===== src/rtl/psum_norm_pkg.sv =====
// Shared types and sizing helpers for the per-batch psum normalizer.
package psum_norm_pkg;

    localparam int unsigned BW_DEF     = 20;
    localparam int unsigned SUM_BW_DEF = 24;
    localparam int unsigned DEPTH_DEF  = 8;
    localparam int unsigned FRAC_DEF   = 8;

    typedef enum logic [2:0] {
        FILL      = 3'd0,
        SEND      = 3'd1,
        WAIT_PEER = 3'd2,
        DIVIDE    = 3'd3,
        HOLD      = 3'd4
    } state_e;

    // Dividend is |entry| shifted up by the fractional bits.
    function automatic int unsigned dividend_width(input int unsigned bw, input int unsigned frac);
        return bw + frac;
    endfunction

endpackage


===== src/rtl/psum_norm_div_seq_udiv.sv =====
// Unsigned restoring divider, one quotient bit per clock.
// The load cycle already resolves the first bit, so a DW-bit divide
// finishes DW edges after start and raises done for one cycle.
module seq_udiv #(
    parameter int unsigned DW = 28,
    parameter int unsigned VW = 24
) (
    input  logic          clk,
    input  logic          reset,
    input  logic          start,
    input  logic [DW-1:0] dividend,
    input  logic [VW-1:0] divisor,
    output logic          busy,
    output logic          done,
    output logic [DW-1:0] quotient
);

    localparam int unsigned CW = $clog2(DW + 1);

    logic [DW-1:0] dq_q;
    logic [DW-1:0] dq_d;
    logic [DW-1:0] src_dq;
    logic [VW-1:0] rem_q;
    logic [VW-1:0] rem_d;
    logic [VW-1:0] src_rem;
    logic [VW-1:0] dvs_q;
    logic [VW-1:0] src_dvs;
    logic [VW:0]   trial;
    logic          ge;
    logic [CW-1:0] cnt_q;
    logic          busy_q;
    logic          done_q;

    // One restoring step on either freshly loaded operands or the running state.
    always_comb begin
        src_dq  = start ? dividend : dq_q;
        src_rem = start ? '0 : rem_q;
        src_dvs = start ? divisor : dvs_q;
        trial   = {src_rem, src_dq[DW-1]};
        ge      = (trial >= {1'b0, src_dvs});
        rem_d   = ge ? VW'(trial - {1'b0, src_dvs}) : VW'(trial);
        dq_d    = {src_dq[DW-2:0], ge};
    end

    // Shift register holds remaining dividend bits on the left, quotient bits on the right.
    always_ff @(posedge clk) begin
        if (reset) begin
            dq_q   <= '0;
            rem_q  <= '0;
            dvs_q  <= '0;
            cnt_q  <= '0;
            busy_q <= 1'b0;
            done_q <= 1'b0;
        end else begin
            done_q <= 1'b0;
            if (start) begin
                dq_q   <= dq_d;
                rem_q  <= rem_d;
                dvs_q  <= divisor;
                cnt_q  <= CW'(DW - 1);
                busy_q <= 1'b1;
            end else if (busy_q) begin
                dq_q  <= dq_d;
                rem_q <= rem_d;
                cnt_q <= cnt_q - CW'(1);
                if (cnt_q == CW'(1)) begin
                    busy_q <= 1'b0;
                    done_q <= 1'b1;
                end
            end
        end
    end

    assign busy     = busy_q;
    assign done     = done_q;
    assign quotient = dq_q;

endmodule


===== src/rtl/psum_norm_div.sv =====
// Per-batch psum normalizer: buffers a batch, exchanges absolute sums with
// the peer core, then streams each entry divided by the combined sum.
module psum_norm_div
    import psum_norm_pkg::*;
#(
    parameter int unsigned BW     = BW_DEF,
    parameter int unsigned SUM_BW = SUM_BW_DEF,
    parameter int unsigned DEPTH  = DEPTH_DEF,
    parameter int unsigned FRAC   = FRAC_DEF
) (
    input  logic              clk,
    input  logic              reset,
    input  logic [BW-1:0]     in,
    input  logic              wr,
    output logic              o_full,
    output logic [SUM_BW-1:0] sum_out,
    output logic              sum_valid,
    input  logic [SUM_BW-1:0] syncd_sum_in,
    input  logic              syncd_valid,
    output logic [2*BW-1:0]   out,
    output logic              out_valid,
    input  logic              div,
    output logic              o_ready
);

    localparam int unsigned DW = dividend_width(BW, FRAC);
    localparam int unsigned OW = 2 * BW;
    localparam int unsigned MW = BW + 1;
    localparam int unsigned PW = (DEPTH > 1) ? $clog2(DEPTH) : 1;
    localparam logic [PW-1:0] LAST = PW'(DEPTH - 1);

    state_e            state_q;
    state_e            state_d;
    logic [BW-1:0]     ent_q [DEPTH];
    logic [PW-1:0]     wr_ptr_q;
    logic [PW-1:0]     wr_ptr_d;
    logic [PW-1:0]     rd_ptr_q;
    logic [PW-1:0]     rd_ptr_d;
    logic [SUM_BW-1:0] acc_q;
    logic [SUM_BW-1:0] acc_d;
    logic [SUM_BW-1:0] total_q;
    logic [SUM_BW-1:0] total_d;
    logic [SUM_BW-1:0] sum_out_q;
    logic [SUM_BW-1:0] sum_out_d;
    logic              sum_valid_q;
    logic              sum_valid_d;
    logic [OW-1:0]     out_q;
    logic [OW-1:0]     out_d;
    logic              out_valid_q;
    logic              out_valid_d;
    logic              o_full_q;
    logic              o_full_d;
    logic              o_ready_q;
    logic              o_ready_d;

    logic              we_c;
    logic              start_c;
    logic [DW-1:0]     dvd_c;
    logic [OW-1:0]     q_ext_c;
    logic              wr_last_c;
    logic              rd_last_c;
    logic              div_busy;
    logic              div_done;
    logic [DW-1:0]     div_quot;

    // Magnitude of a signed psum; one extra bit keeps the most-negative value exact.
    function automatic logic [MW-1:0] mag_of(input logic [BW-1:0] v);
        logic [MW-1:0] ext;
        ext = {v[BW-1], v};
        return v[BW-1] ? (~ext + MW'(1)) : ext;
    endfunction

    assign wr_last_c = (wr_ptr_q == LAST);
    assign rd_last_c = (rd_ptr_q == LAST);

    // State register.
    always_ff @(posedge clk) begin
        if (reset) begin
            state_q <= FILL;
        end else begin
            state_q <= state_d;
        end
    end

    // Next-state logic.
    always_comb begin
        state_d = state_q;
        case (state_q)
            FILL: begin
                if (wr && wr_last_c) begin
                    state_d = SEND;
                end
            end
            SEND: begin
                state_d = WAIT_PEER;
            end
            WAIT_PEER: begin
                if (syncd_valid) begin
                    state_d = DIVIDE;
                end
            end
            DIVIDE: begin
                if ((total_q == '0) || div_done) begin
                    state_d = HOLD;
                end
            end
            HOLD: begin
                if (div) begin
                    state_d = rd_last_c ? FILL : DIVIDE;
                end
            end
            default: begin
                state_d = FILL;
            end
        endcase
    end

    // Datapath and registered-output next values; the divider is launched on
    // the edge that enters DIVIDE so back-to-back entries add no bubble.
    always_comb begin
        wr_ptr_d    = wr_ptr_q;
        rd_ptr_d    = rd_ptr_q;
        acc_d       = acc_q;
        total_d     = total_q;
        sum_out_d   = sum_out_q;
        sum_valid_d = 1'b0;
        out_d       = out_q;
        out_valid_d = out_valid_q;
        we_c        = 1'b0;
        start_c     = 1'b0;
        q_ext_c     = OW'(div_quot);
        case (state_q)
            FILL: begin
                if (wr) begin
                    we_c     = 1'b1;
                    wr_ptr_d = wr_ptr_q + PW'(1);
                    acc_d    = acc_q + SUM_BW'(mag_of(in));
                    if (wr_last_c) begin
                        sum_out_d   = acc_d;
                        sum_valid_d = 1'b1;
                    end
                end
            end
            WAIT_PEER: begin
                if (syncd_valid) begin
                    total_d  = acc_q + syncd_sum_in;
                    rd_ptr_d = '0;
                    start_c  = (total_d != '0);
                end
            end
            DIVIDE: begin
                if (total_q == '0) begin
                    out_d       = '0;
                    out_valid_d = 1'b1;
                end else if (div_done) begin
                    out_d       = ent_q[rd_ptr_q][BW-1] ? (~q_ext_c + OW'(1)) : q_ext_c;
                    out_valid_d = 1'b1;
                end
            end
            HOLD: begin
                if (div) begin
                    out_valid_d = 1'b0;
                    if (rd_last_c) begin
                        acc_d    = '0;
                        wr_ptr_d = '0;
                    end else begin
                        rd_ptr_d = rd_ptr_q + PW'(1);
                        start_c  = (total_q != '0);
                    end
                end
            end
            default: begin
            end
        endcase
        start_c   = start_c && !div_busy;
        dvd_c     = DW'({mag_of(ent_q[rd_ptr_d]), {FRAC{1'b0}}});
        o_full_d  = (state_d != FILL);
        o_ready_d = (state_d == FILL) && (wr_ptr_d == '0);
    end

    // Control, sum and output registers.
    always_ff @(posedge clk) begin
        if (reset) begin
            wr_ptr_q    <= '0;
            rd_ptr_q    <= '0;
            acc_q       <= '0;
            total_q     <= '0;
            sum_out_q   <= '0;
            sum_valid_q <= 1'b0;
            out_q       <= '0;
            out_valid_q <= 1'b0;
            o_full_q    <= 1'b0;
            o_ready_q   <= 1'b1;
        end else begin
            wr_ptr_q    <= wr_ptr_d;
            rd_ptr_q    <= rd_ptr_d;
            acc_q       <= acc_d;
            total_q     <= total_d;
            sum_out_q   <= sum_out_d;
            sum_valid_q <= sum_valid_d;
            out_q       <= out_d;
            out_valid_q <= out_valid_d;
            o_full_q    <= o_full_d;
            o_ready_q   <= o_ready_d;
        end
    end

    // Batch buffer; stale contents are harmless because the pointers reset.
    always_ff @(posedge clk) begin
        if (we_c) begin
            ent_q[wr_ptr_q] <= in;
        end
    end

    seq_udiv #(
        .DW (DW),
        .VW (SUM_BW)
    ) u_div (
        .clk      (clk),
        .reset    (reset),
        .start    (start_c),
        .dividend (dvd_c),
        .divisor  (total_d),
        .busy     (div_busy),
        .done     (div_done),
        .quotient (div_quot)
    );

    assign o_full    = o_full_q;
    assign sum_out   = sum_out_q;
    assign sum_valid = sum_valid_q;
    assign out       = out_q;
    assign out_valid = out_valid_q;
    assign o_ready   = o_ready_q;

endmodule


===== config.mk =====
export PLATFORM = sky130hd
export DESIGN_NAME = psum_norm_div
export DESIGN_NICKNAME = d
export VERILOG_FILES = /design/src/rtl/psum_norm_pkg.sv /design/src/rtl/psum_norm_div_seq_udiv.sv /design/src/rtl/psum_norm_div.sv
export SDC_FILE = /design/constraint.sdc
export NUM_CORES = 1
export LEC_CHECK = 0
export ABC_CLOCK_PERIOD_IN_PS = 9640
export CAP_MARGIN = 10
export CORE_MARGIN = 2
export CORE_UTILIZATION = 40
export CTS_CLUSTER_DIAMETER = 120
export DETAILED_ROUTE_END_ITERATION = 12
export GPL_TIMING_DRIVEN = 0
export SETUP_SLACK_MARGIN = 0.02
export SKIP_CTS_REPAIR_TIMING = 1
export SYNTH_ARGS = -nofsm -noshare
export SYNTH_HDL_FRONTEND = slang
export SYNTH_SLANG_ARGS = --single-unit

===== constraint.sdc =====
create_clock -name clk -period 9.64 [get_ports clk]
set_input_delay 0.964 -clock clk [delete_from_list [all_inputs] [get_ports clk]]
set_output_delay 0.964 -clock clk [all_outputs]
set_load 0.1 [all_outputs]

# == Word-level counts from Yosys, hierarchy flattened ==
# Memories as Yosys holds them, arrays and structs flattened. A register that Yosys moved wholly into a read port is not among the register bits.
# Cells that the tools add are included.
# word_totals
ff_bits,208
ram_bits,160
inputBits,49
out_inout_bits,68
word_cells,122
memories,1
# memory_table
memory,words,word_bits,read_ports,rd_ports_with_merged_regs,wr,line,source
ent_q,8,20,2,1,1,psum_norm_div.sv:34,logic [BW-1:0] ent_q [DEPTH];
# op_classes
add_sub_neg,9
order_cmp,1
n_eq_ne,11
n_mux,53
bitwise_logic,6
reduce_logical,23
# op_table
cell,n
2-to-1 mux 24 bit,10
2-to-1 mux 40 bit,3
2-to-1 mux 28 bit,3
one-hot mux 24 bit (2 select lines),1
nonzero test 24 bit,2
adder 40 x 1 -> 40 bit (second input constant),1
inverter 28 -> 40 bit,1
2-to-1 mux 3 bit,11
>= comparator 25 x 24 -> 1 bit,1
adder 24 x 21 -> 24 bit,1
adder 24 bit,1
zero test 24 bit,1
subtractor 24 bit,1
adder 21 x 1 -> 21 bit (second input constant),1
2-to-1 mux 21 bit,1
inverter 21 bit,1
adder 20 x 1 -> 20 bit (second input constant),1
2-to-1 mux 20 bit,1
inverter 20 bit,1
2-to-1 mux 1 bit,15
one-hot mux 3 bit (5 select lines),1
one-hot mux 3 bit (2 select lines),2
2-to-1 mux 5 bit,2
== test 3 bit (second input constant),3
other kinds (21),37

# == Logic depth before layout (Yosys ltp) ==
# An unclocked memory read counts as a cell.
# logic_depth
word_depth,13
depth_mapped,30
mapped_depth_nobuf,27

# == Modules after synthesis ==
# Synthesis repeated with hierarchy kept, for this count alone.
# hier_totals
hier_cells,2117
area_unflattened_um2,20019.2
# modules_own_cells
mod,n_inst,cells_per_inst,area_each_um2,seq_area_each_um2
psum_norm_div,1,1501,15018.2,7307.0
seq_udiv,1,616,5001.0,1661.6

# == Worst setup path before layout ==
# OpenSTA, ideal clock, no wires.
# synth_path
kind,in2reg
from,in syncd_sum_in[0]
to,reg u_div.rem_q[7]
setup_ns,0.132
arrival_time_ns,6.875
t_required_ns,9.508
slack_ns,2.633
stages,30
path_buffers,4
cell_sequence,ha_1 fa_1 a211oi_2 o31ai_1 a2111oi_2 nor2_1 mux2_2 nor4_1 and4_1 a31o_2 clkbuf_1 buf_1 nor2_1 a21oi_1 ha_1 a21o_1 a21oi_1 nor2b_1 a311o_1 a21o_1 a21o_1 a21oi_1 o21ai_0 nand3_1 nand2_1 a31o_1 buf_6 buf_6 a211oi_2 nor3_1
# synth_via
elab_chain_len,10
word_cells_on_any_way,16
cone_classes,add/sub (2); order compare (1); mux (10); reduce/logical (3)
# synth_lines
item,line,source
from (decl),psum_norm_div.sv:18,"input logic [SUM_BW-1:0] syncd_sum_in,"
adder 24 bit (*),psum_norm_div.sv:146,total_d = acc_q + syncd_sum_in;
nonzero test 24 bit,psum_norm_div.sv:148,start_c = (total_d != '0);
2-to-1 mux 1 bit,psum_norm_div.sv:145,if (syncd_valid) begin
one-hot mux 1 bit (2 select lines),psum_norm_div.sv:132,case (state_q)
logical AND 1 bit,psum_norm_div.sv:175,start_c = start_c && !div_busy;
2-to-1 mux 28 bit (tied with other cells),psum_norm_div_seq_udiv.sv:36,src_dq = start ? dividend : dq_q;
subtractor 24 bit or >= comparator 25 x 24 -> 1 bit (tied branches),"psum_norm_div_seq_udiv.sv:41, psum_norm_div_seq_udiv.sv:40",
2-to-1 mux 24 bit,psum_norm_div_seq_udiv.sv:41,"rem_d = ge ? VW'(trial - {1'b0, src_dvs}) : VW'(trial);"
2-to-1 mux 24 bit,psum_norm_div_seq_udiv.sv:62,end else if (busy_q) begin
2-to-1 mux 24 bit,psum_norm_div_seq_udiv.sv:56,if (start) begin
to (signal assigned),psum_norm_div_seq_udiv.sv:58,rem_q <= rem_d;
to (signal assigned),psum_norm_div_seq_udiv.sv:64,rem_q <= rem_d;
to (decl),psum_norm_div_seq_udiv.sv:23,logic [VW-1:0] rem_q;
# Every way passes the cells marked *; elsewhere a longest branch is shown, timed or not. The select of a mux whose other input is x is not followed.
# A chain may end at the register's enable or synchronous reset.

# == Worst setup path in the final report ==
# layout_path
from,in syncd_sum_in[0]
to,reg u_div.rem_q[3]
# Same word-level chain as after synthesis.

==> qor.csv <==
metric;value;unit
final.period_utilization;87.8;%
fin_nets;2390;
routabilityCongestion;0.919;
crit_path_end_kind;flip-flop;
stdcell_area;22800;um^2
critPathSlowestCell;a2111oi_1;
leading_cell_types_in_the_layout_fill_and_taps_excluded;nor2_1, nand2_1, dfxtp_1;
avgRoutedWirePerCell;20.6;um
die_y;224;um
dpl_cell_area;21400;um^2
critical_path_arrival;8.96;ns
switching_share;27.4;%
port-buffer-count;115;
clock-skew-final;0.0316;ns
num_rows;80;
power_frac_comb;14.6;%
finalSetupViolations;0;
fmaxAchievable;118;MHz
net-switching-power;1.05;mW
max-slew-margin-rel;22.4;%
yosys_warnings;0;
clk_latency;0.60;ns
yosysSeqAreaShare;46.5;%
place_hpwl;45.0;mm
synthToLayoutAreaGrowth;18.1;%
dr_total_vias;16600;
synth_area_leader_cell;edfxtp_1;
path_class;primary input to flip-flop;
ys_types;92;
worst-path-max-fanout;10;
htreeDepth;2;
numCtsBuffers;42;
initial_core_util;40.5;%
post_route_cells_drive_above_1_share;6.20;%
core_area;47600;um^2
timing.final.hold_violations;0;
p_seq_share;44.0;%
synth_top_area_share;24.9;%
clk_pin_slew_worst_paths;0.06;ns
grtUsageTotal;23.7;%
n_antenna_cell;0;
io_pins;117;
worst_setup_path_start_kind;primary input;
post_synthesis_cell_area;19300;um^2
vias_per_cell;5.70;
hold_class;flip-flop to flip-flop;
postSynthCellCount;2088;
cts-root-buf;clkbuf_16;
cts_tree;done;
power_frac_clock;41.5;%
first_pass_iters;8;
grt_pass1_vias;15800;
synth_top_cells_by_area;edfxtp_1, dfxtp_1, nor2_1;
fp.dieArea;50000;um^2
finalWorstPathRequiredPeriod;8.46;ns
cts_buffer_depth;3;
tns;0;ns
ys_async_sr_fraction;0;%
ys_ff_latch;368;
synth_edf_count;160;
layout_commonest_cell;nor2_1;
number_of_sinks_handled_by_clock_tree_synthesis;368;
power.static_leakage;8.39;nW
grt_setup_unrepaired;no;
drc;0;
vdd.ir_drop.worst;0.115;mV
drt.antenna.violating_nets;0;
syn-num-nets;2216;
global_route.overflow_total;0;
p_per_area;168;nW/um^2
power.internal;2.78;mW
synthFlopType;dfxtp_1;
critical_path.max_stage_delay;0.62;ns
maximum_number_of_pins_on_one_net_before_global_route_repair;16;
grt_antenna_before_repair;0;
tightest_slew;1.15;ns
first_iter_violations;1310;
first_pass_grt_wire_length;92.5;mm
wirelength;59.8;mm
run_status;finished clean;
maxCapViolations;0;
timing_max_transition_violations_final;0;
post_synth.cell_area_avg;9.24;um^2
cp_data_required_time;10.14;ns
die_x;224;um
==> through the flow <==
stage | total power, mW | instances | hold WS, ns | setup WS [ns] | util [%]
2_1_floorplan | 2.09 | 2088 | 0.433 | 2.63 | -
3_3_place_gp | 2.26 | 2818 | 0.450 | 0.661 | 44.5
3_5_place_dp | 2.27 | 2833 | 0.453 | 0.626 | 45.0
4_1_cts | 3.86 | 2907 | 0.463 | 1.21 | 47.8
5_1_grt | 3.98 | 2907 | 0.479 | 0.481 | 47.8
6_report | 3.84 | 2907 | 0.458 | 1.18 | 47.8
==> cells by family (layout without fill, tap and decap cells) <==
| logic type | Yosys count | count (layout) | share of synthesized area [%] |
|---|---|---|---|
| other | 1 | 1 | 0.0194 |
| AO/OA/AOI/OAI | 504 | 504 | 17.6 |
| multiplexers | 53 | 53 | 2.93 |
| buffers and inverters | 165 | 369 | 3.50 |
| flip-flops | 368 | 368 | 46.5 |
| AND/OR/NAND/NOR | 803 | 803 | 19.0 |
| adder cells (fa/ha/maj) | 79 | 79 | 5.24 |
| XOR/XNOR | 115 | 115 | 5.22 |
==> critical path, delay by kind of cell <==
kind	cells	cell delay, ns
buffers and inverters	4	1.54
AO/OA/AOI/OAI	15	4.16
AND/OR/NAND/NOR	8	1.22
adder cells (fa/ha/maj)	3	1.06
==> area by class of cell <==
cell class,instances,area (um^2)
Multi-Input combinational cell,1555,9680
Timing Repair Buffer,130,1330
Buffer,116,490
Clock inverter,11,171
Tap cell,615,769
Sequential cell,368,8970
Fill cell,4506,24900
Inverter,49,184
Clock buffer,63,1190
==> sequential cells by signal (all words and copies together) (netlist names), 5 cells and up <==
signal,count
ent_q,160
out,40
u_div.quotient,28
acc_q,24
sum_out,24
total_q,24
u_div.dvs_q,24
u_div.rem_q,24
u_div.cnt_q,5
==> power groups by stage <==
stage / combinational [mW] / clock (mW) / sequential [mW]
after floorplan: 0.376 / 0 / 1.71
after global placement: 0.537 / 0 / 1.72
after detailed placement: 0.548 / 0 / 1.72
after CTS: 0.551 / 1.62 / 1.69
after global routing: 0.613 / 1.68 / 1.69
final: 0.559 / 1.59 / 1.69
==> synthesized netlist by cell type (24+ instances only) <==
cell type,n
a211oi_1,33
a21o_1,24
a21oi_1,158
a22oi_1,48
and2_1,35
clkbuf_1,80
dfxtp_1,208
edfxtp_1,160
ha_1,76
inv_1,49
mux2i_1,43
nand2_1,248
nand3_1,95
nor2_1,266
nor3_1,36
o21ai_0,74
xnor2_1,71
xor2_1,44
==> path summary, 6_finish.rpt <==
| kind | cells after the start | from | end | slack (ns) |
|---|---|---|---|---|
| worst min register to register | 2 | sum_out[17] | sum_out[17] | 0.46 |
| worst max-delay path | 30 | syncd_sum_in[0] | u_div.rem_q[3] | 1.18 |
| worst min-delay path | 2 | sum_out[17] | sum_out[17] | 0.46 |
| worst max register to register | 29 | acc_q[0] | u_div.rem_q[3] | 1.78 |
==> per-layer routing <==
layer	part of all wire [%]	track usage, %	vias up
li1	-	-	7944
met1	45	32.5	8006
met2	46	38.9	530
met3	6.1	3.76	96
met4	2.5	6.77	0
met5	0	0	-
No activity file was read; power rests on OpenSTA's default activity.
